===== src/rtl/shift_arbiter_ctrl.sv =====
// Round-robin arbiter that shares one combinational barrel shifter between two requesters.
// Operands are registered onto the shifter inputs, and the shifter output is captured one cycle later.
module shift_arbiter_ctrl #(
    parameter int WIDTH = 32,
    parameter int SHW   = 5
) (
    input  logic             clk,
    input  logic             rst_n,
    input  logic             req0,
    input  logic [SHW-1:0]   sh0,
    input  logic [WIDTH-1:0] rt0,
    input  logic [WIDTH-1:0] rs0,
    input  logic             regimm0,
    input  logic             lr0,
    input  logic             al0,
    input  logic             req1,
    input  logic [SHW-1:0]   sh1,
    input  logic [WIDTH-1:0] rt1,
    input  logic [WIDTH-1:0] rs1,
    input  logic             regimm1,
    input  logic             lr1,
    input  logic             al1,
    output logic             ack0,
    output logic             ack1,
    output logic             done0,
    output logic             done1,
    output logic [WIDTH-1:0] result,
    output logic             busy,
    output logic [SHW-1:0]   shf_sh,
    output logic [WIDTH-1:0] shf_rt,
    output logic [WIDTH-1:0] shf_rs,
    output logic             shf_regimm,
    output logic             shf_lr,
    output logic             shf_al,
    input  logic [WIDTH-1:0] shf_out
);

    // state   | meaning
    // IDLE    | waiting for a request; arbitrates and latches operands on grant
    // ISSUE   | operand registers drive the shifter; ack pulse to the owner
    // CAPTURE | result holds the captured shifter output; done pulse to the owner
    typedef enum logic [1:0] {IDLE, ISSUE, CAPTURE} state_t;

    state_t state;
    logic   owner;
    logic   ptr;
    logic   win;

    // A lone requester wins outright; under contention the pointer decides.
    always_comb begin
        win = 1'b0;
        if (req0 && req1) win = ptr;
        else              win = req1;
    end

    always_ff @(posedge clk or negedge rst_n) begin
        if (!rst_n) begin
            state      <= IDLE;
            owner      <= 1'b0;
            ptr        <= 1'b0;
            ack0       <= 1'b0;
            ack1       <= 1'b0;
            done0      <= 1'b0;
            done1      <= 1'b0;
            busy       <= 1'b0;
            result     <= '0;
            shf_sh     <= '0;
            shf_rt     <= '0;
            shf_rs     <= '0;
            shf_regimm <= 1'b0;
            shf_lr     <= 1'b0;
            shf_al     <= 1'b0;
        end else begin
            ack0  <= 1'b0;
            ack1  <= 1'b0;
            done0 <= 1'b0;
            done1 <= 1'b0;
            case (state)
                IDLE: begin
                    if (req0 || req1) begin
                        owner <= win;
                        ptr   <= ~win;
                        ack0  <= ~win;
                        ack1  <= win;
                        busy  <= 1'b1;
                        state <= ISSUE;
                        if (win) begin
                            shf_sh     <= sh1;
                            shf_rt     <= rt1;
                            shf_rs     <= rs1;
                            shf_regimm <= regimm1;
                            shf_lr     <= lr1;
                            shf_al     <= al1;
                        end else begin
                            shf_sh     <= sh0;
                            shf_rt     <= rt0;
                            shf_rs     <= rs0;
                            shf_regimm <= regimm0;
                            shf_lr     <= lr0;
                            shf_al     <= al0;
                        end
                    end
                end
                ISSUE: begin
                    result <= shf_out;
                    done0  <= ~owner;
                    done1  <= owner;
                    state  <= CAPTURE;
                end
                CAPTURE: begin
                    busy  <= 1'b0;
                    state <= IDLE;
                end
                default: begin
                    busy  <= 1'b0;
                    state <= IDLE;
                end
            endcase
        end
    end

endmodule


===== config.mk =====
export PLATFORM = sky130hd
export DESIGN_NAME = shift_arbiter_ctrl
export DESIGN_NICKNAME = d
export VERILOG_FILES = /design/src/rtl/shift_arbiter_ctrl.sv
export SDC_FILE = /design/constraint.sdc
export NUM_CORES = 1
export LEC_CHECK = 0
export ABC_AREA = 1
export CORE_UTILIZATION = 40
export CTS_CLUSTER_DIAMETER = 150
export DETAILED_ROUTE_END_ITERATION = 8
export PLACE_DENSITY = 0.82
export SKIP_CTS_REPAIR_TIMING = 1
export SLEW_MARGIN = 5
export SYNTH_ARGS = -nofsm -noshare
export SYNTH_HDL_FRONTEND = slang
export SYNTH_SLANG_ARGS = --single-unit
export TNS_END_PERCENT = 5

===== constraint.sdc =====
create_clock -name clk -period 1.4 [get_ports clk]
set_input_delay 0.35 -clock clk [delete_from_list [all_inputs] [get_ports clk]]
set_output_delay 0.35 -clock clk [all_outputs]
set_load 0.01 [all_outputs]

## Yosys cells after proc, flatten, opt, wreduce, memory -nomap -nowiden

Index checks and enable logic that the tools add are counted.
Widths: inputs -> output; s select.

| cells by class | value |
|---|---|
| add/subtract/negate cells | 0 |
| $mul | 0 |
| divide/modulo/power cells | 0 |
| $lt $le $gt $ge | 0 |
| eq/ne operators | 2 |
| shifts and indexed selects | 0 |
| multiplexer cells | 17 |
| bitwise gates (word level) | 3 |
| reduce and logical (&&, ||, !) cells | 5 |

Operators by type and width:

| cell | number |
|---|---|
| $mux 32 | 2 |
| $mux 1 | 11 |
| $mux 5 | 1 |
| $pmux 2 s2 | 1 |
| $reduce_and 2->1 | 2 |
| $not 1->1 | 3 |
| $eq 2x1->1 const B | 1 |
| $logic_not 2->1 | 1 |
| $mux 2 | 1 |
| $ne 2x2->1 const B | 1 |
| $pmux 1 s2 | 1 |
| $logic_and 1x1->1 | 1 |
| $logic_or 1x1->1 | 1 |

| word-level totals | value |
|---|---|
| register bits after elaboration | 113 |
| latch bits | 0 |
| RAM bits | 0 |
| memory bits (read-only) | 0 |
| input bits | 180 |
| word-level logic and storage cells | 42 |
| memories | 0 |

## Longest topological paths before layout

| depth | value |
|---|---|
| depth after elaboration | 5 |
| depth in mapped cells | 8 |
| gate-level depth less buffers | 6 |

## Worst setup path before layout

No wires, ideal clock.

| timing path | value |
|---|---|
| kind | reg2reg |
| start point | register ptr |
| end point | register shf_rs[10] |
| library setup time | 0.118 ns |
| arrival time | 1.018 ns |
| slack | 0.265 ns |
| stages on the path, launching flop included | 9 |
| clock period less this slack | 1.135 ns |
| path through | dfrtp_1 -> inv_1 -> nand2_2 -> nand2_1 -> buf_4 -> buf_6 -> nand2_1 -> nand3_1 -> nand2_1 |

| between the ends | value |
|---|---|
| word-level cells in the longest chain between the ends | 2 |

Ends and longest elaborated chain:

| element | RTL line | RTL |
|---|---|---|
| from (decl) | 46 | `logic ptr;` |
| from (signal assigned) | 82 | `ptr <= ~win;` |
| $mux 1 | 52 | `if (req0 && req1) win = ptr;` |
| $mux 32 | 87 | `if (win) begin` |
| to (signal assigned) | 90 | `shf_rs <= rs1;` |
| to (signal assigned) | 97 | `shf_rs <= rs0;` |
| to (decl) | 31 | `output logic [WIDTH-1:0] shf_rs,` |

No other way between the ends.
A chain may end at the register's enable or synchronous reset.

## Worst setup path after layout

| timing path | value |
|---|---|
| start point | register result[16] |
| end point | output result[16] |

RTL lines:

| element | RTL line | RTL |
|---|---|---|
| from (decl) | 27 | `output logic [WIDTH-1:0] result,` |
| from (signal assigned) | 105 | `result <= shf_out;` |

No word-level cell between the ends.

==> impl_metrics.xml <==
<?xml version="1.0" encoding="UTF-8"?>
<metrics>
  <group name="grt">
    <metric name="globalRouteTotalUtil" unit="%">25.9</metric>
    <metric name="gr-total-overflow" unit="">0</metric>
    <metric name="gr-max-usage-layer" unit="">met2</metric>
    <metric name="first_global_vias" unit="">5937</metric>
    <metric name="grt_max_degree" unit="">64</metric>
    <metric name="grt_antenna_before_repair" unit="">0</metric>
    <metric name="grt_first_pass_wirelength" unit="um">29100</metric>
    <metric name="grt_util_met2" unit="%">46.3</metric>
    <metric name="use_met3" unit="%">8.25</metric>
    <metric name="grt.met1_usage" unit="%">29.4</metric>
  </group>
  <group name="yosys">
    <metric name="yosysMostFrequentCell" unit="">sky130_fd_sc_hd__nand2_1</metric>
    <metric name="netlist.top_cell.by_area" unit="">sky130_fd_sc_hd__dfrtp_1</metric>
    <metric name="synth_common_cells" unit="">sky130_fd_sc_hd__nand2_1 (318), sky130_fd_sc_hd__inv_1 (149), sky130_fd_sc_hd__nand3_1 (144), sky130_fd_sc_hd__dfrtp_1 (113), sky130_fd_sc_hd__buf_2 (18)</metric>
    <metric name="postSynthCellCount" unit="">779</metric>
    <metric name="mappedNetlistNets" unit="">959</metric>
    <metric name="yosys-top-cells-area" unit="">sky130_fd_sc_hd__dfrtp_1 (50%), sky130_fd_sc_hd__nand2_1 (21%), sky130_fd_sc_hd__nand3_1 (13%), sky130_fd_sc_hd__inv_1 (10%), sky130_fd_sc_hd__buf_2 (1.6%)</metric>
    <metric name="synth.avg_cell_area" unit="um^2">7.21</metric>
    <metric name="synthArstFlopShare" unit="%">100</metric>
    <metric name="synth.lib_cells_used.distinct" unit="">13</metric>
    <metric name="synth-main-ff-cell" unit="">sky130_fd_sc_hd__dfrtp_1</metric>
    <metric name="synth-warning-count" unit="">0</metric>
    <metric name="ys_seq_area_share" unit="%">50.4</metric>
    <metric name="ys_seq_elements" unit="">113</metric>
    <metric name="synth_edf_count" unit="">0</metric>
    <metric name="synth.top_cell.area_share" unit="%">50.4</metric>
    <metric name="synthesis.area" unit="um^2">5610</metric>
  </group>
  <group name="timing">
    <metric name="drv_slew" unit="">0</metric>
    <metric name="timing.final.hold_violations" unit="">0</metric>
    <metric name="post-route-worst-setup-slack" unit="ns">0.0565</metric>
    <metric name="period_needed" unit="ns">1.34</metric>
    <metric name="setup-violations-final" unit="">0</metric>
    <metric name="worst_slew_margin_rel" unit="%">76.3</metric>
    <metric name="rsz0062_at_grt" unit="">false</metric>
    <metric name="hold_slack" unit="ns">0.364</metric>
    <metric name="fmaxAchievable" unit="MHz">744</metric>
    <metric name="fin_skew" unit="ns">0.0115</metric>
    <metric name="worst-slew-pin-transition" unit="ns">0.356</metric>
    <metric name="fin_setup_tns" unit="ns">0</metric>
    <metric name="layout_worst_path_cycle_share" unit="%">96.0</metric>
  </group>
  <group name="critical_path">
    <metric name="count_of_buffering_cells_on_the_critical_path_with_inverters_included" unit="">1</metric>
    <metric name="critical_path_cell_with_the_highest_stage_delay" unit="">sky130_fd_sc_hd__dfrtp_1</metric>
    <metric name="critical_path.endpoint_type" unit="">output port</metric>
    <metric name="timing.rr.end" unit="">shf_sh[3]$_DFFE_PN0P_</metric>
    <metric name="path_class" unit="">flip-flop to output port</metric>
    <metric name="number_of_cell_instances_on_the_worst_register_to_register_path" unit="">7</metric>
    <metric name="rr_startpoint" unit="">ptr$_DFFE_PN0P_</metric>
    <metric name="timing.critical_path.max_delay_family" unit="">flip-flops</metric>
    <metric name="critical_path.startpoint_type" unit="">flip-flop</metric>
    <metric name="largest_stage_delay_on_the_critical_path" unit="ns">0.41</metric>
    <metric name="critical_path_peak_fanout" unit="">2</metric>
    <metric name="cp.required" unit="ns">1.05</metric>
    <metric name="r2r_slack" unit="ns">0.10</metric>
    <metric name="arrival_time_at_the_worst_endpoint" unit="ns">0.99</metric>
    <metric name="timing.critical_path.cells" unit="">dlymetal6s2s_1</metric>
  </group>
  <group name="placement">
    <metric name="placement.io_buffers" unit="">288</metric>
    <metric name="globalplace.congestion" unit="">0.817</metric>
    <metric name="hpwl_dp" unit="um">13000</metric>
    <metric name="place_worst_setup_slack" unit="ns">-0.441</metric>
  </group>
  <group name="clock_network">
    <metric name="tritoncts" unit="">done</metric>
    <metric name="h-tree-depth" unit="">4</metric>
    <metric name="root_buffer" unit="">sky130_fd_sc_hd__clkbuf_16</metric>
    <metric name="cts_buffers" unit="">17</metric>
    <metric name="clock_insertion_delay_worst_skew" unit="ns">0.40</metric>
    <metric name="sink_count" unit="">113</metric>
    <metric name="cts_max_path_buffers" unit="">2</metric>
    <metric name="clkTransAtPathRegs" unit="ns">0.06</metric>
  </group>
  <group name="power">
    <metric name="power_frac_seq" unit="%">29.9</metric>
    <metric name="power.leakage" unit="uW">0.00629</metric>
    <metric name="pwr-share-comb" unit="%">45.3</metric>
    <metric name="p_clk_share" unit="%">24.7</metric>
    <metric name="vdd.ir_drop.worst" unit="uV">1080</metric>
    <metric name="p_int" unit="uW">12300</metric>
    <metric name="power_switching_share" unit="%">36.0</metric>
    <metric name="switchingPower" unit="uW">6940</metric>
    <metric name="pwr_density_cell" unit="nW/um^2">1960</metric>
  </group>
  <group name="floorplanning">
    <metric name="die-width" unit="um">120</metric>
    <metric name="core_area" unit="um^2">13500</metric>
    <metric name="design.portCount" unit="">289</metric>
    <metric name="floorplan.initialDensity" unit="%">41.7</metric>
    <metric name="fp.dieArea" unit="um^2">14500</metric>
    <metric name="die_y" unit="um">120</metric>
    <metric name="floorplan.rows" unit="">42</metric>
  </group>
  <group name="route">
    <metric name="detail_route.wirelength" unit="um">18700</metric>
    <metric name="detailed_route_wire_length_per_cell" unit="um">14.8</metric>
    <metric name="route.detailed.drc" unit="">0</metric>
    <metric name="via_count" unit="">5952</metric>
    <metric name="drt-vias-per-instance" unit="">4.71</metric>
    <metric name="drt_antenna_net_count" unit="">0</metric>
    <metric name="dr.pass1.iters" unit="">5</metric>
    <metric name="first_iter_violations" unit="">356</metric>
  </group>
  <group name="finish">
    <metric name="insertedDiodeCount" unit="">0</metric>
    <metric name="final_core_util" unit="%">72.9</metric>
    <metric name="syn_to_final_growth" unit="%">74.7</metric>
    <metric name="finalNetCount" unit="">1254</metric>
    <metric name="drive_gt1_share" unit="%">6.44</metric>
  </group>
  <group name="hold_path">
    <metric name="min-delay-path-class" unit="">primary input to asynchronous set/reset pin</metric>
  </group>
  <group name="flow_run">
    <metric name="max_cap_violations" unit="">0</metric>
  </group>
  <group name="run_status">
    <metric name="status" unit="">finished, final reports clean</metric>
  </group>
</metrics>
-- cells in the final DEF (no fill, tap or decap) --
| cell | instances |
|---|---|
| sky130_fd_sc_hd__bufinv_16 | 5 |
| sky130_fd_sc_hd__buf_2 | 1 |
| sky130_fd_sc_hd__clkbuf_8 | 1 |
| sky130_fd_sc_hd__dfrtp_1 | 113 |
| sky130_fd_sc_hd__clkbuf_16 | 17 |
| sky130_fd_sc_hd__clkinvlp_4 | 2 |
| sky130_fd_sc_hd__nand2_2 | 2 |
| sky130_fd_sc_hd__inv_1 | 149 |
| sky130_fd_sc_hd__nor2_4 | 1 |
| sky130_fd_sc_hd__clkinv_4 | 4 |
| sky130_fd_sc_hd__clkdlybuf4s50_1 | 176 |
| sky130_fd_sc_hd__clkbuf_1 | 1 |
| sky130_fd_sc_hd__inv_2 | 2 |
| sky130_fd_sc_hd__nand3_1 | 144 |
| sky130_fd_sc_hd__o21ai_0 | 1 |
| sky130_fd_sc_hd__buf_4 | 18 |
| sky130_fd_sc_hd__nand2_1 | 316 |
| sky130_fd_sc_hd__nor2_1 | 6 |
| sky130_fd_sc_hd__dlygate4sd3_1 | 1 |
| sky130_fd_sc_hd__nand2_4 | 1 |
| sky130_fd_sc_hd__buf_12 | 14 |
| sky130_fd_sc_hd__clkinv_2 | 2 |
| sky130_fd_sc_hd__dlymetal6s2s_1 | 110 |
-- layer usage --
layer / wire length [um] / vias to the layer above
met2: 9510 / 274
met3: 1580 / 20
met1: 7340 / 2755
li1: - / 2903
met4: 308 / 0
met5: 0 / -
-- cells by family (layout without fill, tap and decap cells) --
group           count (synthesis)  in the layout  synth area share, %
simple gates                  470            470                 34.8
buf+inv                       195            503                 14.7
flops                         113            113                 50.4
compound gates                  1              1               0.0891
-- cell type report --
type / instances / area (um^2)
Clock buffer: 19 / 443
Clock inverter: 13 / 210
Fill cell: 996 / 3650
Inverter: 151 / 567
Multi-Input combinational cell: 471 / 1970
Sequential cell: 113 / 2830
Tap cell: 176 / 220
Timing Repair Buffer: 320 / 3570
-- metrics by stage --
step / instance area, um^2 / total power, uW / instances
3_3_place_gp: 8860 / 14700 / 1230
3_5_place_dp: 8860 / 15000 / 1230
4_1_cts: 9510 / 19900 / 1262
5_1_grt: 9810 / 20500 / 1263
6_report: 9810 / 19300 / 1263
2_1_floorplan: 5610 / 9760 / 779
-- flip-flops by register name, summed over array words and instances, names as in the netlist --
name        count
done1           1
shf_al          1
shf_regimm      1
ptr             1
state           2
ack0            1
busy            1
shf_rt         32
ack1            1
done0           1
shf_lr          1
shf_rs         32
shf_sh          5
result         32
owner           1
-- power groups by stage --
| stage | clock network (uW) | registers (uW) | logic [uW] |
|---|---|---|---|
| after detailed placement | 0 | 5810 | 9150 |
| after global routing | 4990 | 5960 | 9520 |
| final | 4760 | 5760 | 8730 |
| after CTS | 4850 | 5820 | 9190 |
| after floorplan | 0 | 6490 | 3280 |
| after global placement | 0 | 5780 | 8930 |
-- worst max-delay path by stage --
stage	start	endpoint	slack, ns	cells after the start
after global placement	req0	shf_regimm$_DFFE_PN0P_	-0.41	7
after global routing	ptr$_DFFE_PN0P_	shf_sh[3]$_DFFE_PN0P_	0.009	7
final	result[16]$_DFFE_PN0N_	result[16]	0.06	1
after detailed placement	req0	shf_regimm$_DFFE_PN0P_	-0.44	7
after CTS	shf_rs[22]$_DFFE_PN0P_	shf_rs[22]	-0.36	1
after floorplan	ptr$_DFFE_PN0P_	shf_rs[10]$_DFFE_PN0P_	0.26	8
-- worst register-to-register path, cell delays in order (launching register included) --
cell,delay (ns)
sky130_fd_sc_hd__dfrtp_1,0.36
sky130_fd_sc_hd__inv_1,0.11
sky130_fd_sc_hd__nand2_2,0.11
sky130_fd_sc_hd__nand2_4,0.12
sky130_fd_sc_hd__buf_12,0.21
sky130_fd_sc_hd__nand2_1,0.12
sky130_fd_sc_hd__nand3_1,0.09
sky130_fd_sc_hd__nand2_1,0.06
Power figures use the tool's default switching activity.
